$ cat config.mk
export PLATFORM = sky130hd
export DESIGN_NAME = bp_update_scheduler
export DESIGN_NICKNAME = d
export VERILOG_FILES = /design/src/rtl/bp_update_scheduler.sv
export SDC_FILE = /design/constraint.sdc
export NUM_CORES = 1
export LEC_CHECK = 0
export BUFFER_PORTS_ARGS = -buffer_cell sky130_fd_sc_hd__buf_2
export CAP_MARGIN = 5
export CORE_MARGIN = 2
export CORE_UTILIZATION = 49
export CTS_CLUSTER_SIZE = 10
export DETAILED_ROUTE_END_ITERATION = 7
export PLACE_DENSITY = 0.79
export SETUP_SLACK_MARGIN = 0.5
export SLEW_MARGIN = 20
export SYNTH_ARGS = -nofsm -noshare
export SYNTH_HDL_FRONTEND = slang
export SYNTH_SLANG_ARGS = --single-unit
$ cat constraint.sdc
create_clock -name clk -period 8.8 [get_ports clk]
set_input_delay 1.76 -clock clk [delete_from_list [all_inputs] [get_ports clk]]
set_output_delay 1.76 -clock clk [all_outputs]
set_load 0.03 [all_outputs]
$ cat src/rtl/bp_update_scheduler.sv
// Write-port scheduler for the branch target / pattern table. It runs the init and flush
// sweeps and drains a small in-order FIFO of resolved predictor updates.
module bp_update_scheduler #(
   parameter int IDX_W = 6,
   parameter int DEPTH = 4
) (
   input  logic                clk,
   input  logic                rst_n,
   input  logic                upd_valid,
   output logic                upd_ready,
   input  logic [31:0]         upd_pc,
   input  logic [31:0]         upd_target,
   input  logic [1:0]          upd_state,
   input  logic                hazard_stall,
   input  logic                flush_req,
   output logic                flush_done,
   output logic                bt_we,
   output logic [IDX_W-1:0]    bt_idx,
   output logic [29-IDX_W:0]   bt_tag,
   output logic [31:0]         bt_target,
   output logic [1:0]          bt_state,
   output logic                bt_valid,
   output logic                busy
);

   localparam int PTR_W = $clog2(DEPTH);
   localparam int CNT_W = PTR_W + 1;
   localparam int TAG_W = 30 - IDX_W;

   typedef enum logic [1:0] {S_INIT, S_RUN, S_FLUSH} state_e;

   typedef struct packed {
      logic [IDX_W-1:0] idx;
      logic [TAG_W-1:0] tag;
      logic [31:0]      target;
      logic [1:0]       state;
   } entry_t;

   state_e             state_q, state_d;
   logic [IDX_W-1:0]   cnt_q, cnt_d;
   logic               flush_q, flush_d;
   logic [PTR_W-1:0]   wr_ptr_q, wr_ptr_d, rd_ptr_q, rd_ptr_d;
   logic [CNT_W-1:0]   count_q, count_d;
   logic               upd_ready_q, upd_ready_d;
   logic               flush_done_q, flush_done_d;
   logic               busy_q, busy_d;
   logic               we_q, we_d;
   entry_t             wr_q, wr_d;
   logic               valid_q, valid_d;
   entry_t             mem_q [DEPTH];
   entry_t             head;
   logic               sweep_wr, last, push, pop;
   logic               unused_pc;

   assign unused_pc = ^upd_pc[1:0];
   assign head      = mem_q[rd_ptr_q];

   always_comb begin
      state_d      = state_q;
      cnt_d        = cnt_q;
      flush_d      = flush_q;
      wr_ptr_d     = wr_ptr_q;
      rd_ptr_d     = rd_ptr_q;
      count_d      = count_q;
      flush_done_d = 1'b0;
      we_d         = 1'b0;
      wr_d         = wr_q;
      valid_d      = valid_q;

      // A pending flush in RUN issues the first sweep write on the same edge it enters FLUSH.
      sweep_wr = (state_q != S_RUN) || flush_q;
      last     = (state_q != S_RUN) && (&cnt_q);
      push     = (state_q == S_RUN) && !flush_q && upd_valid && upd_ready_q;
      pop      = (state_q == S_RUN) && !flush_q && (count_q != '0) && !hazard_stall;

      if (sweep_wr) begin
         we_d       = 1'b1;
         wr_d.idx   = cnt_q;
         wr_d.tag   = '0;
         wr_d.target = '0;
         wr_d.state = 2'b01;
         valid_d    = 1'b0;
         cnt_d      = cnt_q + 1'b1;
         if (state_q == S_RUN) begin
            state_d  = S_FLUSH;
            flush_d  = 1'b0;
            wr_ptr_d = '0;
            rd_ptr_d = '0;
            count_d  = '0;
         end else if (last) begin
            state_d      = S_RUN;
            flush_d      = 1'b0;
            flush_done_d = (state_q == S_FLUSH) || flush_q || flush_req;
         end else begin
            flush_d = flush_q || flush_req;
         end
      end else begin
         flush_d = flush_req;
         if (push) wr_ptr_d = wr_ptr_q + PTR_W'(1);
         if (pop) begin
            rd_ptr_d = rd_ptr_q + PTR_W'(1);
            we_d     = 1'b1;
            wr_d     = head;
            valid_d  = 1'b1;
         end
         count_d = count_q + CNT_W'(push) - CNT_W'(pop);
      end

      // Ready and busy follow the settled state, so they lag a state change by one cycle.
      upd_ready_d = (state_q == S_RUN) && (state_d == S_RUN) && (count_d < CNT_W'(DEPTH));
      busy_d      = !((state_q == S_RUN) && (state_d == S_RUN));
   end

   always_ff @(posedge clk or negedge rst_n) begin
      if (!rst_n) begin
         state_q      <= S_INIT;
         cnt_q        <= '0;
         flush_q      <= 1'b0;
         wr_ptr_q     <= '0;
         rd_ptr_q     <= '0;
         count_q      <= '0;
         upd_ready_q  <= 1'b0;
         flush_done_q <= 1'b0;
         busy_q       <= 1'b1;
         we_q         <= 1'b0;
         wr_q         <= '0;
         valid_q      <= 1'b0;
      end else begin
         state_q      <= state_d;
         cnt_q        <= cnt_d;
         flush_q      <= flush_d;
         wr_ptr_q     <= wr_ptr_d;
         rd_ptr_q     <= rd_ptr_d;
         count_q      <= count_d;
         upd_ready_q  <= upd_ready_d;
         flush_done_q <= flush_done_d;
         busy_q       <= busy_d;
         we_q         <= we_d;
         wr_q         <= wr_d;
         valid_q      <= valid_d;
      end
   end

   always_ff @(posedge clk) begin
      if (push) mem_q[wr_ptr_q] <= '{idx: upd_pc[IDX_W+1:2], tag: upd_pc[31:IDX_W+2],
                                     target: upd_target, state: upd_state};
   end

   assign upd_ready  = upd_ready_q;
   assign flush_done = flush_done_q;
   assign busy       = busy_q;
   assign bt_we      = we_q;
   assign bt_idx     = wr_q.idx;
   assign bt_tag     = wr_q.tag;
   assign bt_target  = wr_q.target;
   assign bt_state   = wr_q.state;
   assign bt_valid   = valid_q;

endmodule

Word level (Yosys, flattened, before mapping)

Memory sizes are Yosys's and may differ from the RTL's.
Cells that the tools add are included.

Add/subtract/negate cells: 5
Muxes and demuxes: 24
Equal/unequal tests: 5
Reductions and logical operators: 21
Magnitude comparators: 1

Operators by type and width:

| operator              | count |
|---|---|
| $mux W64              | 2 |
| $mux W2               | 8 |
| $mux W1               | 12 |
| $logic_and A1 B1 Y1   | 8 |
| $add A6 B1 Y6 const B | 1 |
| $mux W3               | 2 |
| $reduce_and A6 Y1     | 1 |
| $add A2 B1 Y2 const B | 2 |
| $eq A2 B1 Y1 const B  | 2 |
| $logic_or A1 B1 Y1    | 4 |
| $ne A2 B1 Y1 const B  | 2 |
| $reduce_and A2 Y1     | 2 |
| $reduce_bool A2 Y1    | 2 |
| $add A3 B1 Y3         | 1 |
| $logic_not A1 Y1      | 3 |
| $lt A3 B3 Y1 const B  | 1 |
| $reduce_bool A3 Y1    | 1 |
| $sub A3 B1 Y3         | 1 |
| $eq A2 B2 Y1 const B  | 1 |

RAM bits: 256
Memories: 1
Logic and storage cells: 72
Bits of input ports: 71
Register bits after elaboration: 85
Output and inout bits: 69

Memories:

| memory | words | width | rd ports | clocked after memory_dff | write ports | line | text |
|---|---|---|---|---|---|---|---|
| mem_q  | 4     | 64    | 1        | 0                        | 1           | 50   | `entry_t mem_q [DEPTH];` |

Longest topological paths before layout

Gate-level depths: netlist of run 1.

Depth in word-level cells: 9
Gate-level depth with buffers: 11
Depth with buffers taken out: 10

Worst setup path after synthesis of run 1

No wires, ideal clock.

Kind: input -> register
From: input upd_valid
To: memory mem_q[0][0] in the netlist's numbering (enable)
Setup time: 0.429 ns
Data required time: 8.371 ns
Path buffers: 0
Stages on the path: 2
Setup slack: 4.896 ns
Arrival time: 3.475 ns
Cell sequence: and3_1 -> and2_1

Word-level cells in the longest chain between the ends: 4

RTL lines:

| item                              | line | text |
|---|---|---|
| from (decl)                       | 9    | `input logic upd_valid,` |
| $logic_and A1 B1 Y1 (2 in series) | 73   | `push = (state_q == S_RUN) && !flush_q && upd_valid && upd_ready_q;` |
| $mux W1                           | 145  | `if (push) mem_q[wr_ptr_q] <= '{idx: upd_pc[IDX_W+1:2], tag: upd_pc[31:IDX_W+2],` |
| $mux W1 (not written as such)     | 145  |  |
| to (decl)                         | 50   |  |

Every way passes these cells.

Final worst setup path of run 1

From: input upd_valid
To: register count_q[2]

Word-level cells in the longest chain between the ends: 5

RTL lines:

| item                              | line | text |
|---|---|---|
| $logic_and A1 B1 Y1 (2 in series) | 73   |  |
| $add A3 B1 Y3                     | 106  | `count_d = count_q + CNT_W'(push) - CNT_W'(pop);` |
| $sub A3 B1 Y3                     | 106  |  |
| $mux W3                           | 76   | `if (sweep_wr) begin` |
| net count_d[2]                    | 43   | `logic [CNT_W-1:0] count_q, count_d;` |
| to (signal assigned)              | 134  | `count_q <= count_d;` |
| to (decl)                         | 43   |  |

The timed path passes the listed nets, and every way through them passes these cells.
A chain may end at the register's enable or synchronous reset.

==> results.yml, run 1 <==
timing:
  fin_skew_ps: 13.0
  setup_ws_ps: 5500
  finalCritPeriodShare_pct: 37.5
  maxSlewHeadroom_pct: 30.0
  tightestPinTransition_ps: 1050
  rsz0062_at_grt: "false"
  fmax_mhz: 303
  hold_viol_final: 0
  finalSetupViolations: 0
  final_max_slew_viol_count: 0
  fin_tns_setup_ps: 0
  holdWs_ps: 499
  period_minus_slack_ps: 3300
synthesis:
  yosysSeqAreaShare_pct: 76.5
  yosys_warnings: 0
  synth_edf_count: 256
  synth.avg_cell_area_um2: 19.3
  syn_area_um2: 12800
  syn_inst: 666
  synth.distinct_cells: 40
  ys.flop_type: "edfxtp_1"
  syn_nets: 745
  synthArstFlopShare_pct: 24.9
  synth_seq_cells: 341
drt:
  antenna_left: 0
  route.detailed.drc: 0
  routedWlPerCell_um: 21.1
  post_drt_via_cell_ratio: 5.58
  drt_iter0_markers: 513
  firstDrtPassIters: 5
  via_count: 6588
  wl_um: 24900
floorplan:
  start_util_pct: 49.5
  core_um2: 25900
  die_area_um2: 27500
  die_w_um: 166
  num_rows: 59
  die_y_um: 166
  io_pins: 140
power_and_ir_drop:
  pwr-share-seq_pct: 53.8
  combPwrFrac_pct: 1.4
  leakagePower_nw: 5.42
  sw_frac_of_total_pct: 18.9
  powerDensity_nw_per_um2: 215
  p_int_w: 0.00261
  vdd_drop_max_uv: 188
  clock_power_share_pct: 44.9
  p_sw_w: 0.000609
cts:
  cts_tree: "yes"
  path_clk_slew_ps: 50
  cts_hold_buffers: 0
  numClockSinks: 341
  htree_levels: 2
  cts_buffer_depth: 3
  cts_resized: 0
  cts_inserted_buffers: 40
  cts_root_buffer: "clkbuf_16"
  clk_latency_ps: 510
  cts_setup_buffers: 0
setup_path:
  cpPeakStageDelay_ps: 380
  worstPathMaxFanout: 5
  worst-endpoint-required_ps: 9160
  r2r_end: "count_q[2]"
  rrSetupSlack_ps: 5550
  r2r-start: "flush_q"
  critPathCaptureType: "flop"
  crit_start: "upd_valid"
  path_cells: "buf_2 -> and3_1 -> inv_1 -> ha_1 -> inv_1 -> ha_1 -> fa_1 -> xnor2_1 -> mux2i_1 -> o21ai_0"
  crit_type: "primary input to flop"
  worst_ep_arrival_time_ps: 3660
  worst_r2r_path_depth: 11
  slowest_stage: "fa_1"
  startpoint_type: "primary input"
run_status:
  status: "complete, no violations"
placement:
  place_congestion: 0.765
  dp_slack_ps: 5010
  io_buffers: 137
  hpwl_um: 13500
grt:
  grt_max_degree: 67
  antenna_found_initial: 5
  gr-total-overflow: 0
  grt_pass1_vias: 7016
  grt_util_all_layers_pct: 18.4
  grt_pass1_wl_um: 39300
worst_hold_path:
  min_path_type: "flop to flop"
  hold_start: "bt_valid"
  hold_end: "bt_valid"
  hold_depth: 1
job:
  maxCapViolations: 0
finish:
  fin_nets: 891
  area_delta_synth_final_pct: 16.9
  drive_gt1_share_pct: 31.0
[metrics by stage]
| step | utilization (%) | cells | total power [W] | instance area [µm²] |
|---|---|---|---|---|
| floorplan | - | 666 | 0.00177 | 12800 |
| global placement | 53.4 | 1105 | 0.00181 | 13800 |
| detailed placement | 53.4 | 1105 | 0.00181 | 13800 |
| CTS | 57.8 | 1177 | 0.00325 | 15000 |
| global route | 57.9 | 1180 | 0.00332 | 15000 |
| finish | 57.9 | 1181 | 0.00322 | 15000 |
[cells by family (layout without fill, tap and decap cells)]
kind of cell | Yosys count | after routing | synth area share, %
compound gates | 82 | 82 | 5.07
other cells | 0 | 4 | 0
flops | 341 | 341 | 76.5
simple gates | 111 | 111 | 3.89
xor+xnor | 6 | 6 | 0.410
buf+inv | 50 | 226 | 1.74
mux | 67 | 67 | 11.5
fa+ha+maj | 9 | 9 | 0.917
[power groups by stage]
stage | sequential, W | clock [W] | combinational, W
floorplan | 0.00177 | 0 | 0.00000570
global placement | 0.00176 | 0 | 0.0000421
detailed placement | 0.00176 | 0 | 0.0000445
CTS | 0.00173 | 0.00148 | 0.0000447
global route | 0.00173 | 0.00154 | 0.0000496
finish | 0.00173 | 0.00145 | 0.0000440
[synthesized netlist by cell type, drive strengths merged (2+ instances only)]
cell	n	area share, %
edfxtp	256	60
dfrtp	84	16
nand2	70	2.0
mux4	64	11
o2bb2ai	57	3.9
clkbuf	20	0.59
buf	19	0.83
o21ai	12	0.47
inv	10	0.29
nor2	10	0.29
nand3	9	0.35
ha	7	0.68
a31oi	6	0.29
xnor2	6	0.41
and2	5	0.24
nor3	4	0.23
mux2i	3	0.23
nand2b	3	0.15
a21oi	2	0.078
and3	2	0.098
nand4	2	0.098
nor3b	2	0.16
o21a	2	0.12
[cells in the final DEF, fill, tap and decap left out, drive strengths merged, types with 2 or more instances in the layout]
cell type	count
edfxtp	256
buf	143
dfrtp	84
clkbuf	71
nand2	70
mux4	64
o2bb2ai	57
o21ai	12
inv	10
nor2	10
nand3	9
ha	7
xnor2	6
a31oi	6
and2	5
diode	4
nor3	4
mux2i	3
nand2b	3
o21a	2
and3	2
a21oi	2
nand4	2
nor3b	2
[sequential cells by signal, indices dropped and copies added (netlist names)]
signal	count
state_q	2
flush_done	1
bt_target	32
upd_ready	1
mem_q	256
bt_we	1
cnt_q	6
bt_state	2
bt_tag	24
wr_ptr_q	2
rd_ptr_q	2
count_q	3
flush_q	1
bt_valid	1
bt_idx	6
busy	1
[routing by layer]
layer  GRT usage (%)  wire, µm  up-vias
met3            3.93      1220       38
met1            24.4     10700     3420
li1                -         -     2956
met4            5.03       464        2
met5               0        13        -
met2            31.3     12500      172
[how the worst max path moves through the flow]
| stage | cells past startpoint | slack (ps) | end |
|---|---|---|---|
| 2_1_floorplan | 2 | 4900 | mem_q[0][0] |
| 3_3_place_gp | 10 | 5050 | count_q[2] |
| 3_5_place_dp | 10 | 5010 | count_q[2] |
| 4_1_cts | 10 | 5550 | count_q[2] |
| 5_1_grt | 11 | 5310 | count_q[2] |
| 6_report | 10 | 5500 | count_q[2] |
[critical path: cells and delay by family]
kind                     cells  cell delay (ps)
XOR/XNOR                     1              220
adder cells (fa/ha/maj)      3              850
multiplexers                 1              220
AND/OR/NAND/NOR              1              260
buffers and inverters        3              240
AO/OA/AOI/OAI                1               90
[area by class of cell]
class | instances | area (µm²)
Timing Repair Buffer | 143 | 733
Multi-Input combinational cell | 275 | 2820
Inverter | 11 | 41.3
Tap cell | 335 | 419
Clock inverter | 1 | 7.51
Antenna cell | 4 | 10.0
Clock buffer | 71 | 1140
Fill cell | 1958 | 10900
Sequential cell | 341 | 9820
(Power assumes the default switching activity.)
==> run 2, diff against run 1 <==
==> constraint.sdc (replaced) <==
create_clock -name clk -period 3.4 [get_ports clk]
set_input_delay 0.68 -clock clk [delete_from_list [all_inputs] [get_ports clk]]
set_output_delay 0.68 -clock clk [all_outputs]
set_load 0.03 [all_outputs]
==> run 2 against run 1 <==
Compared with the run above: via count grew 0.20%; register-to-register slack lost 4800 ps; utilization grew 0.83 points.
==> results.yml, run 2 (same netlist as run 1, synthesis figures left out) <==
run_status:
  status: "complete, no violations"
cts:
  cts_tree: "yes"
  numClockSinks: 341
  path_clk_slew_ps: 60
  cts_hold_buffers: 0
  htree_levels: 2
  cts_buffer_depth: 3
  clk_latency_ps: 520
  cts_root_buffer: "clkbuf_16"
  cts_setup_buffers: 0
  cts_resized: 0
  cts_inserted_buffers: 40
placement:
  dp_slack_ps: 671
  hpwl_um: 14400
  io_buffers: 137
  placed_area_um2: 14000
  place_congestion: 0.743
setup_path:
  crit_type: "flop to flop"
  worstPathMaxFanout: 11
  worst_ep_arrival_time_ps: 3040
  startpoint_type: "flop"
  worst-endpoint-required_ps: 3780
  critPathCaptureType: "flop"
timing:
  hold_viol_final: 0
  period_minus_slack_ps: 2650
  fmax_mhz: 377
  holdWs_ps: 262
  fin_tns_setup_ps: 0
  finalSetupViolations: 0
  tightestPinTransition_ps: 908
  maxSlewHeadroom_pct: 39.4
  setup_ws_ps: 746
  finalCritPeriodShare_pct: 78.1
  fin_skew_ps: 13.6
  final_max_slew_viol_count: 0
  rsz0062_at_grt: "false"
drt:
  routedWlPerCell_um: 20.9
  firstDrtPassIters: 5
  route.detailed.drc: 0
  drt_iter0_markers: 500
  via_count: 6601
  wl_um: 25000
  post_drt_via_cell_ratio: 5.53
  antenna_left: 0
finish:
  largest_register_ffs: 256
  area_delta_synth_final_pct: 18.5
  fin_util_pct: 58.7
  finalInstanceArea_um2: 15200
  fin_nets: 904
  largest-register: "mem_q"
  most-common-layout-cells: "edfxtp_1 (256), buf_2 (136), dfrtp_1 (81)"
  drive_gt1_share_pct: 32.5
  final_common_cell: "edfxtp_1"
  fill_cells: 1934
grt:
  grt_util_all_layers_pct: 18.5
  grt_max_degree: 76
  antenna_found_initial: 4
  gr-total-overflow: 0
  grt_pass1_wl_um: 39200
  grt_pass1_vias: 6803
floorplan:
  num_rows: 59
  die_w_um: 166
  die_y_um: 166
  start_util_pct: 49.5
  io_pins: 140
  core_um2: 25900
  die_area_um2: 27500
power_and_ir_drop:
  powerDensity_nw_per_um2: 553
  vdd_drop_max_uv: 402
  leakagePower_nw: 5.53
job:
  maxCapViolations: 0
worst_hold_path:
  min_path_type: "primary input to asynchronous set/reset pin"
-- run 2: worst paths after layout --
check	start	endpoint	slack [ps]	cells after the start
min reg2reg	bt_valid	bt_valid	500	1
min	rst_n	bt_target[1]	260	1
min in group clk	upd_target[21]	mem_q[3][23]	370	1
max reg2reg	flush_q	count_q[2]	750	10
max	flush_q	count_q[2]	750	10
max in group asynchronous	rst_n	bt_tag[17]	2350	2
-- run 2: per-layer routing --
layer  track usage [%]  part of all wire (%)  routed length (µm)
met2              30.7                    50               12600
met4              6.05                   2.3                 578
met1              25.1                    42               10500
met3              3.50                   5.2                1290
met5                 0                     0                   0
-- run 2: stage by stage --
stage	cells	total power, W
6_report	1194	0.00842
5_1_grt	1193	0.00871
4_1_cts	1189	0.00851
3_5_place_dp	1117	0.00468
3_3_place_gp	1117	0.00468
2_1_floorplan	666	0.00458
-- run 2: worst max-delay path, cell delays in order, from the launching register on --
cell,delay [ps]
dfrtp_2,480
nor3b_4,260
and3_2,270
inv_1,100
ha_1,280
inv_1,40
ha_1,180
fa_1,390
xnor2_1,200
mux2i_1,230
o21ai_0,90
-- run 2: power breakdown --
part / internal [W] / switching (W)
Sequential: 0.00449 / 0.000000000000000000179
Combinational: 0.0000341 / 0.0000816
Clock: 0.00229 / 0.00152
-- run 2: area by class of cell --
class                   instances  area [µm²]  share of cell area, %
flip-flops and latches        341        9820                   64.6
multi-input cells             275        2820                   18.6
clock buffers                  70        1160                   7.60
repair buffers                156         913                   6.01
well taps                     335         419                   2.76
inverters                      11        41.3                  0.271
clock inverters                 2        21.3                  0.140
diodes                          4        10.0                 0.0658
==> run 3, diff against run 2 <==
--- a/config.mk
+++ b/config.mk
@@ -11,7 +11,7 @@
 export CORE_UTILIZATION = 49
 export CTS_CLUSTER_SIZE = 10
 export DETAILED_ROUTE_END_ITERATION = 7
-export PLACE_DENSITY = 0.79
+export PLACE_DENSITY = 0.81
 export SETUP_SLACK_MARGIN = 0.5
 export SLEW_MARGIN = 20
 export SYNTH_ARGS = -nofsm -noshare
==> constraint.sdc (replaced) <==
create_clock -name clk -period 2.4 [get_ports clk]
set_input_delay 0.48 -clock clk [delete_from_list [all_inputs] [get_ports clk]]
set_output_delay 0.48 -clock clk [all_outputs]
set_load 0.03 [all_outputs]
==> run 3 against run 2 <==
Compared with the run above: critical path depth unchanged; combinational power up 51%; via count up 5.4%; final cell count up 4.2%; sequential cell count unchanged; total power up 44%; cell area up 6.5%; clock power up 47%; non-clock buffer count up 49; clock skew up 4.4 ps; highest routed layer is now met5.
==> results.yml, run 3 (same netlist as run 1, synthesis figures left out) <==
floorplan:
  num_rows: 59
  core_um2: 25900
  die_area_um2: 27500
  start_util_pct: 49.5
  io_pins: 140
  die_y_um: 166
  die_w_um: 166
grt:
  grt_max_degree: 58
  grt_pass1_vias: 7145
  antenna_found_initial: 5
  gr-total-overflow: 0
  grt_pass1_wl_um: 40300
  grt_util_all_layers_pct: 18.9
worst_hold_path:
  min_path_type: "primary input to flop"
placement:
  place_congestion: 0.780
  io_buffers: 137
  dp_slack_ps: 25.0
  hpwl_um: 15300
cts:
  cts_inserted_buffers: 40
  cts_tree: "yes"
  cts_root_buffer: "clkbuf_16"
  numClockSinks: 341
  path_clk_slew_ps: 60
  clk_latency_ps: 520
  cts_buffer_depth: 3
  htree_levels: 2
run_status:
  status: "complete, no violations"
finish:
  final_common_cell: "edfxtp_1"
  largest-register: "mem_q"
  most-common-layout-cells: "edfxtp_1 (256), buf_2 (136), dfrtp_1 (82)"
  fin_nets: 954
  largest_register_ffs: 256
  drive_gt1_share_pct: 36.8
  area_delta_synth_final_pct: 26.2
setup_path:
  rrSetupSlack_ps: 50
  startpoint_type: "flop"
  worstPathMaxFanout: 3
  worst-endpoint-required_ps: 2840
  crit_type: "flop to flop"
  worst_ep_arrival_time_ps: 2790
  critPathCaptureType: "flop"
timing:
  maxSlewHeadroom_pct: 50.5
  finalCritPeriodShare_pct: 97.9
  tightestPinTransition_ps: 742
  finalSetupViolations: 0
  setup_ws_ps: 50.4
  fin_skew_ps: 18.0
  period_minus_slack_ps: 2350
  rsz0062_at_grt: "true"
  final_max_slew_viol_count: 0
  fmax_mhz: 426
  hold_viol_final: 0
drt:
  via_count: 6957
  wl_um: 28600
  post_drt_via_cell_ratio: 5.59
  firstDrtPassIters: 5
  drt_iter0_markers: 530
  antenna_left: 0
  routedWlPerCell_um: 23.0
  route.detailed.drc: 0
power_and_ir_drop:
  vdd_drop_max_uv: 570
  leakagePower_nw: 5.98
  powerDensity_nw_per_um2: 749
  finalPower_w: 0.0121
job:
  maxCapViolations: 0
run 3: cell count changes in the layout (fill, tap and decap cells not counted), sizes merged:
| cell | previous run | this run |
|---|---|---|
| and2 | 5 | 6 |
| clkbuf | 70 | 86 |
| bufinv | 0 | 1 |
| dlygate4sd3 | 0 | 1 |
| clkinv | 3 | 2 |
| buf | 156 | 188 |
run 3: critical path: stages (launching register included):
cell,delay [ps]
dfrtp_1,410
nor3b_4,260
and3_4,250
inv_4,40
ha_4,250
inv_2,30
ha_4,140
fa_2,340
xnor2_2,150
mux2i_1,250
and2_1,150
run 3: final cells by class:
cell class / count / area [µm²]
sequential: 341 / 9820
fill: 1798 / 9720
multi-input combinational: 276 / 2880
timing repair buffer: 205 / 1810
clock buffer: 70 / 1170
tap: 335 / 419
clock inverter: 2 / 46.3
inverter: 11 / 46.3
antenna: 4 / 10.0
run 3: worst paths after layout:
kind	startpoint	to	cells past startpoint
worst max-delay path	state_q[1]	upd_ready	10
worst min-delay path	upd_pc[29]	mem_q[3][55]	1
worst max register to register	state_q[1]	upd_ready	10
worst min register to register	bt_valid	bt_valid	1
max in group asynchronous	rst_n	bt_target[11]	3
min in group asynchronous	rst_n	bt_tag[5]	2
run 3: metrics by stage:
stage / hold WS (ps) / instance area (µm²) / utilization [%] / TNS, ps / std cells
2_1_floorplan: 184 / 12900 / - / 0 / 666
3_3_place_gp: 476 / 14200 / 54.9 / 0 / 1128
3_5_place_dp: 483 / 14200 / 54.9 / 0 / 1128
4_1_cts: 155 / 15500 / 59.8 / 0 / 1208
5_1_grt: 167 / 16200 / 62.5 / -142 / 1242
6_report: 178 / 16200 / 62.5 / 0 / 1244
run 3: where the power goes:
part | leakage (nW) | internal, W | total (W) | switching, W
Clock | 0.578 | 0.00339 | 0.00560 | 0.00221
Combinational | 1.99 | 0.0000561 | 0.000175 | 0.000119
Sequential | 3.41 | 0.00635 | 0.00635 | 0.0000000000000000000763
Total | 5.98 | 0.00979 | 0.0121 | 0.00233
run 3: layer usage:
| layer | up-vias | share of wire, % | global-route usage [%] |
|---|---|---|---|
| met5 | - | 0.045 | 0 |
| met4 | 2 | 2.6 | 6.39 |
| met3 | 54 | 6.4 | 3.96 |
| met2 | 240 | 49 | 31.1 |
| met1 | 3584 | 42 | 25.6 |
| li1 | 3077 | - | - |
run 3: timing repair:
action	4_1_cts	5_1_grt
hold buffers	1	0
buffers inserted	7	6
setup endpoints to repair	137	288
pin swaps	6	5
hold endpoints to repair	32	0
gates resized for setup	6	22
cloned	0	26
